<file path="src/rtl/pipeline_decode_stage.sv">
// RV32I instruction decode stage: register file, immediate generation and a
// registered ID/EX slot with valid/ready handshakes toward IF and EX.
module pipeline_decode_stage #(
  parameter int XLEN      = 32,
  parameter int NUM_REGS  = 32,
  parameter int BYPASS_EN = 1
) (
  input  logic            clk_i,
  input  logic            rst_i,
  input  logic            valid_i,
  output logic            ready_o,
  input  logic [31:0]     instruction_i,
  input  logic [XLEN-1:0] pc_i,
  input  logic            flush_i,
  input  logic            reg_write_i,
  input  logic [4:0]      write_reg_i,
  input  logic [XLEN-1:0] write_data_i,
  output logic            valid_o,
  input  logic            ready_i,
  output logic [XLEN-1:0] pc_o,
  output logic [XLEN-1:0] read_data1_o,
  output logic [XLEN-1:0] read_data2_o,
  output logic [4:0]      rs1_o,
  output logic [4:0]      rs2_o,
  output logic [4:0]      rd_o,
  output logic [XLEN-1:0] offset_o,
  output logic [6:0]      opcode_o,
  output logic [2:0]      funct3_o,
  output logic [6:0]      funct7_o,
  output logic            illegal_o
);

  localparam int IDX_W = (NUM_REGS > 1) ? $clog2(NUM_REGS) : 1;

  localparam logic [6:0] OPC_LOAD   = 7'b0000011;
  localparam logic [6:0] OPC_OPIMM  = 7'b0010011;
  localparam logic [6:0] OPC_JALR   = 7'b1100111;
  localparam logic [6:0] OPC_STORE  = 7'b0100011;
  localparam logic [6:0] OPC_BRANCH = 7'b1100011;
  localparam logic [6:0] OPC_LUI    = 7'b0110111;
  localparam logic [6:0] OPC_AUIPC  = 7'b0010111;
  localparam logic [6:0] OPC_JAL    = 7'b1101111;
  localparam logic [6:0] OPC_OP     = 7'b0110011;

  logic [XLEN-1:0]  regs_q [NUM_REGS];
  logic [IDX_W-1:0] rs1_idx, rs2_idx, wr_idx, hold1_idx, hold2_idx;
  logic             wr_en, load;
  logic [XLEN-1:0]  rdata1, rdata2;
  logic [31:0]      imm32;
  logic             illegal;
  logic [6:0]       opcode;

  logic            valid_q, valid_d, illegal_q, illegal_d;
  logic [XLEN-1:0] pc_q, pc_d, rd1_q, rd1_d, rd2_q, rd2_d, offset_q, offset_d;
  logic [4:0]      rs1_q, rs1_d, rs2_q, rs2_d, rd_q, rd_d;
  logic [6:0]      opcode_q, opcode_d, funct7_q, funct7_d;
  logic [2:0]      funct3_q, funct3_d;

  assign opcode    = instruction_i[6:0];
  assign rs1_idx   = instruction_i[15 +: IDX_W];
  assign rs2_idx   = instruction_i[20 +: IDX_W];
  assign wr_idx    = write_reg_i[IDX_W-1:0];
  assign hold1_idx = rs1_q[IDX_W-1:0];
  assign hold2_idx = rs2_q[IDX_W-1:0];
  assign wr_en     = reg_write_i && (wr_idx != '0);
  assign ready_o   = !valid_q || ready_i;
  assign load      = valid_i && ready_o && !flush_i;

  always_ff @(posedge clk_i or posedge rst_i) begin
    if (rst_i) begin
      for (int i = 0; i < NUM_REGS; i++) regs_q[i] <= '0;
    end else if (wr_en) begin
      regs_q[wr_idx] <= write_data_i;
    end
  end

  // wr_en already excludes index 0, so the bypass never forwards into x0.
  always_comb begin
    rdata1 = (rs1_idx == '0) ? '0 : regs_q[rs1_idx];
    rdata2 = (rs2_idx == '0) ? '0 : regs_q[rs2_idx];
    if (BYPASS_EN != 0 && wr_en && wr_idx == rs1_idx) rdata1 = write_data_i;
    if (BYPASS_EN != 0 && wr_en && wr_idx == rs2_idx) rdata2 = write_data_i;
  end

  always_comb begin
    imm32   = '0;
    illegal = 1'b0;
    case (opcode)
      OPC_LOAD, OPC_OPIMM, OPC_JALR:
        imm32 = {{20{instruction_i[31]}}, instruction_i[31:20]};
      OPC_STORE:
        imm32 = {{20{instruction_i[31]}}, instruction_i[31:25], instruction_i[11:7]};
      OPC_BRANCH:
        imm32 = {{19{instruction_i[31]}}, instruction_i[31], instruction_i[7],
                 instruction_i[30:25], instruction_i[11:8], 1'b0};
      OPC_LUI, OPC_AUIPC:
        imm32 = {instruction_i[31:12], 12'b0};
      OPC_JAL:
        imm32 = {{11{instruction_i[31]}}, instruction_i[31], instruction_i[19:12],
                 instruction_i[20], instruction_i[30:21], 1'b0};
      OPC_OP:  imm32 = '0;
      default: illegal = 1'b1;
    endcase
  end

  always_comb begin
    valid_d   = valid_q;
    pc_d      = pc_q;
    rd1_d     = rd1_q;
    rd2_d     = rd2_q;
    rs1_d     = rs1_q;
    rs2_d     = rs2_q;
    rd_d      = rd_q;
    offset_d  = offset_q;
    opcode_d  = opcode_q;
    funct3_d  = funct3_q;
    funct7_d  = funct7_q;
    illegal_d = illegal_q;
    if (flush_i) begin
      valid_d = 1'b0;
    end else if (load) begin
      valid_d   = 1'b1;
      pc_d      = pc_i;
      rd1_d     = rdata1;
      rd2_d     = rdata2;
      rs1_d     = instruction_i[19:15];
      rs2_d     = instruction_i[24:20];
      rd_d      = instruction_i[11:7];
      offset_d  = XLEN'($signed(imm32));
      opcode_d  = opcode;
      funct3_d  = instruction_i[14:12];
      funct7_d  = instruction_i[31:25];
      illegal_d = illegal;
    end else if (valid_q && ready_i) begin
      valid_d = 1'b0;
    end else if (valid_q) begin
      // Held operands track WB writes so EX sees current values once unstalled.
      if (wr_en && wr_idx == hold1_idx) rd1_d = write_data_i;
      if (wr_en && wr_idx == hold2_idx) rd2_d = write_data_i;
    end
  end

  always_ff @(posedge clk_i or posedge rst_i) begin
    if (rst_i) begin
      valid_q   <= 1'b0;
      pc_q      <= '0;
      rd1_q     <= '0;
      rd2_q     <= '0;
      rs1_q     <= '0;
      rs2_q     <= '0;
      rd_q      <= '0;
      offset_q  <= '0;
      opcode_q  <= '0;
      funct3_q  <= '0;
      funct7_q  <= '0;
      illegal_q <= 1'b0;
    end else begin
      valid_q   <= valid_d;
      pc_q      <= pc_d;
      rd1_q     <= rd1_d;
      rd2_q     <= rd2_d;
      rs1_q     <= rs1_d;
      rs2_q     <= rs2_d;
      rd_q      <= rd_d;
      offset_q  <= offset_d;
      opcode_q  <= opcode_d;
      funct3_q  <= funct3_d;
      funct7_q  <= funct7_d;
      illegal_q <= illegal_d;
    end
  end

  assign valid_o      = valid_q;
  assign pc_o         = pc_q;
  assign read_data1_o = rd1_q;
  assign read_data2_o = rd2_q;
  assign rs1_o        = rs1_q;
  assign rs2_o        = rs2_q;
  assign rd_o         = rd_q;
  assign offset_o     = offset_q;
  assign opcode_o     = opcode_q;
  assign funct3_o     = funct3_q;
  assign funct7_o     = funct7_q;
  assign illegal_o    = illegal_q;

endmodule

</file>
<file path="config.mk">
export PLATFORM = sky130hd
export DESIGN_NAME = pipeline_decode_stage
export DESIGN_NICKNAME = d
export VERILOG_FILES = /design/src/rtl/pipeline_decode_stage.sv
export SDC_FILE = /design/constraint.sdc
export NUM_CORES = 2
export LEC_CHECK = 0
export ABC_AREA = 1
export BUFFER_PORTS_ARGS = -buffer_cell sky130_fd_sc_hd__buf_2
export CAP_MARGIN = 10
export CORE_UTILIZATION = 60
export CTS_CLUSTER_SIZE = 8
export DETAILED_ROUTE_END_ITERATION = 12
export PLACE_DENSITY = 0.78
export SYNTH_ARGS = -nofsm -noshare
export SYNTH_HDL_FRONTEND = slang
export SYNTH_SLANG_ARGS = --single-unit
</file>
<file path="constraint.sdc">
create_clock -name clk_i -period 62 [get_ports clk_i]
set_clock_uncertainty 0.1 [all_clocks]
set_input_delay 12.4 -clock clk_i [delete_from_list [all_inputs] [get_ports clk_i]]
set_output_delay 12.4 -clock clk_i [all_outputs]
set_load 0.01 [all_outputs]
</file>
==> impl_results.md <==
- Highest Signal Layer: met5
- Largest cells by area after synthesis: sky130_fd_sc_hd__dfrtp_1 45%, sky130_fd_sc_hd__nand2_1 20%, sky130_fd_sc_hd__nand3_1 10%
- Detail Route met2 WL: 102000 um
- Pin count of the biggest net entering global routing: 206
- Count of state elements after synthesis: 1186
- Portion of the clock cycle consumed by the worst path in the final layout: 41.2%
- Delay of the slowest cell on the worst path: 0.29 ns
- Initial cell density of the core: 60.7%
- Accumulated negative setup slack: 0 ns
- Data arrival, critical path: 13.04 ns
- Clock slew seen by the registers of the worst setup and hold paths: 0.05 ns
- Fraction of post-synthesis cell area in the top cell type by area: 44.8%
- Leading cell types in the layout, fill and taps excluded: 3597 x sky130_fd_sc_hd__nand2_1, 1369 x sky130_fd_sc_hd__nand3_1, 1186 x sky130_fd_sc_hd__dfrtp_1, 999 x sky130_fd_sc_hd__o21ai_0, 991 x sky130_fd_sc_hd__inv_1
- Tot GR Track Use: 43.8%
- Peak VDD IR: 0.0000258 V
- Cell seen most often among critical-path stages: sky130_fd_sc_hd__buf_2
- Most frequent standard cell in the layout excluding fill and tap cells: sky130_fd_sc_hd__nand2_1
- Post_cts resized: 0
- Synthesized area per cell: 6.76 um2
- Total congestion overflow after global routing: 0
- Total number of nets in the final design: 9644
- Vias in the first global route: 63100
- Worst Tran Pin Value: 1.32 ns
- Final routed wirelength across all metal layers: 248000 um
- Total of fill cells in the finished design: 9425
- Library cells used by synthesis: 29
- Wire length on met1: 89500 um
- Worst-case headroom to the max-slew limit: 11.7%
- CTS HTree Levels: 4
- Worst hold slack after final layout: 0.276 ns
- Area of the multi-input gates: 0.0298 mm2
- Remaining routing DRC violations: 0
- Total area of sequential cells: 0.0297 mm2
- Leakage power figure: 36.9 nW
- Number of antenna violations at the first check in global routing: 14
- Number of maximum-capacitance violations: 0
- Outcome: finished clean
- Fraction of final layout cells sized beyond drive strength 1: 6.35%
- Type of the most critical hold path: flip-flop to flip-flop
- Number of buffers inserted during clock tree synthesis: 166
- Final antenna-violating net count: 0
- Height of the chip: 334 um
- Type of origin of the critical path: input port
- Sinks on Clock Net: 1186
- Delay-heaviest family, CP: buffers and inverters
- Cell count after placement: 10800
- FP Rows: 121
- RD Place Congestion: 0.874
- RSZ-0062 raised after global routing: no
- Post-DR vias/cell: 6.18
- Post-detailed-route wirelength per cell: 22.4 um
- Number of cells in the finished layout apart from fillers: 11000
- Fraction of the yosys area taken by sequential cells: 44.8%
- Input/output buffers: 269
- Routed length on met3: 38700 um
- Data required time of the worst path: 49.50 ns
- Post-synthesis instance area: 0.0663 mm2
- Post-CTS setup buffers: 0
- Die footprint: 0.112 mm2
- Kind of critical path: input port to primary output
- Wire length of the first global-routing pass: 372000 um
- Number of vias in the routed layout: 68200
- Max stage delay cell, worst path: sky130_fd_sc_hd__nor2_1
- Clock tree from TritonCTS: built
- Top achievable clock speed: 0.0391 GHz
- Width of the die: 334 um
- Count of endpoints failing setup in the final report: 0
- Hold Buf Count CTS: 0
- Cell type with the highest aggregate area in the netlist: sky130_fd_sc_hd__dfrtp_1
- Skew-Pair Late Insertion Delay: 0.80 ns
- Iteration-0 DRC count of the detailed router: 11100
- Critical-path cell list: buf_2, nor2_1, inv_1, buf_2
- Number of top-level pins: 270
- Max Transition Viols Final: 0
- Critical path fanouts, max: 4
- Hold Vio Cnt, Final: 0
- Power density over the cells: 32.0 mW/mm2
- Syn nets: 9911
- Util after Layout: 65.8%
- Min Clock Period, post-route: 25.54 ns
- Cell count after synthesis: 9804
- Critical path capture point type: primary output
- Hpwl dp: 125000 um
- CP Buf/Inv Count: 3
- Buffers from clock root to sink, at most: 3
- Cell at the root of the clock tree: sky130_fd_sc_hd__clkbuf_16
- Area added between synthesis and finish: 8.35%
- Count of warnings emitted by yosys: 0
- TritonRoute pass-1 iters: 7
- Core outline area: 0.109 mm2
[flip-flops by register name, indices dropped and copies added (netlist names), 3 cells and up]
name / flops
regs_q: 1024
offset_o: 32
pc_o: 32
read_data1_o: 32
read_data2_o: 32
funct7_o: 7
opcode_o: 7
rd_o: 5
rs1_o: 5
rs2_o: 5
funct3_o: 3
[stage by stage]
| step | area, um2 | setup slack (ns) | power (mW) |
|---|---|---|---|
| finish | 71800 | 36.46 | 2.30 |
| global route | 71800 | 36.40 | 2.41 |
| CTS | 71800 | 36.47 | 2.28 |
| detailed placement | 67300 | 36.48 | 1.47 |
| global placement | 67300 | 36.44 | 1.44 |
| floorplan | 66300 | 16.09 | 1.33 |
[worst reg2reg max path, cell delays in order, from the launching register on]
cell and delay [ns]:
sky130_fd_sc_hd__dfrtp_1 0.38, sky130_fd_sc_hd__inv_1 0.06, sky130_fd_sc_hd__nor2_1 0.08, sky130_fd_sc_hd__nor3_4 0.21
sky130_fd_sc_hd__buf_12 0.54, sky130_fd_sc_hd__nand2_1 0.36, sky130_fd_sc_hd__nor2_4 0.85, sky130_fd_sc_hd__buf_4 0.55
sky130_fd_sc_hd__nand3_1 0.24, sky130_fd_sc_hd__a21oi_1 0.20
[per-layer routing]
layer / global-route usage [%] / vias up
li1: - / 30300
met1: 56.7 / 31500
met2: 62.9 / 5259
met3: 14.9 / 1191
met4: 27.1 / 16
met5: 0 / -
[cell type report]
| class | instances | area share (%) |
|---|---|---|
| Multi-Input combinational cell | 6815 | 41.5 |
| Sequential cell | 1186 | 41.3 |
| Tap cell | 1476 | 2.57 |
| Clock buffer | 169 | 5.87 |
| Antenna cell | 11 | 0.0383 |
| Timing Repair Buffer | 358 | 3.00 |
| Clock inverter | 14 | 0.335 |
| Inverter | 1010 | 5.34 |
[cells in the mapped netlist (all sizes together)]
master and count:
nand4 1, o21ai 1036, a22oi 1, clkbuf 548, o2111ai 1, nand2 3629, inv 1008, dfrtp 1186
nand3 1371, o22ai 4, clkinv 2, nor2 359, xor2 12, nor4 4, o211ai 128, a21oi 257
buf 245, nor3 12
[power by group]
part / leakage (nW) / total (mW) / switching [mW] / internal (mW)
clock: 2.19 / 0.824 / 0.342 / 0.482
sequential: 15.2 / 1.00 / 0.0877 / 0.913
combinational: 19.5 / 0.475 / 0.320 / 0.156
[worst paths after layout]
check | from | to | slack (ns) | cells past startpoint
min in group asynchronous | rst_i | regs_q[683] | 11.65 | 2
setup reg to reg | valid_o | read_data1_o[21] | 58.37 | 9
hold / removal | regs_q[1016] | regs_q[1016] | 0.28 | 0
setup / recovery | ready_i | ready_o | 36.46 | 4
hold reg to reg | regs_q[1016] | regs_q[1016] | 0.28 | 0
max in group asynchronous | rst_i | regs_q[730] | 47.00 | 5
[cell families (layout without fill, tap and decap cells)]
group                  Yosys count  count (layout)  synth area share (%)
AO/OA/AOI/OAI                 1427            1427                  11.3
AND/OR/NAND/NOR               5376            5376                  33.3
buffers and inverters         1803            1551                  10.5
XOR/XNOR                        12              12                 0.159
flip-flops                    1186            1186                  44.8
other                            0              11                     0
No activity file was read; power rests on OpenSTA's default activity.
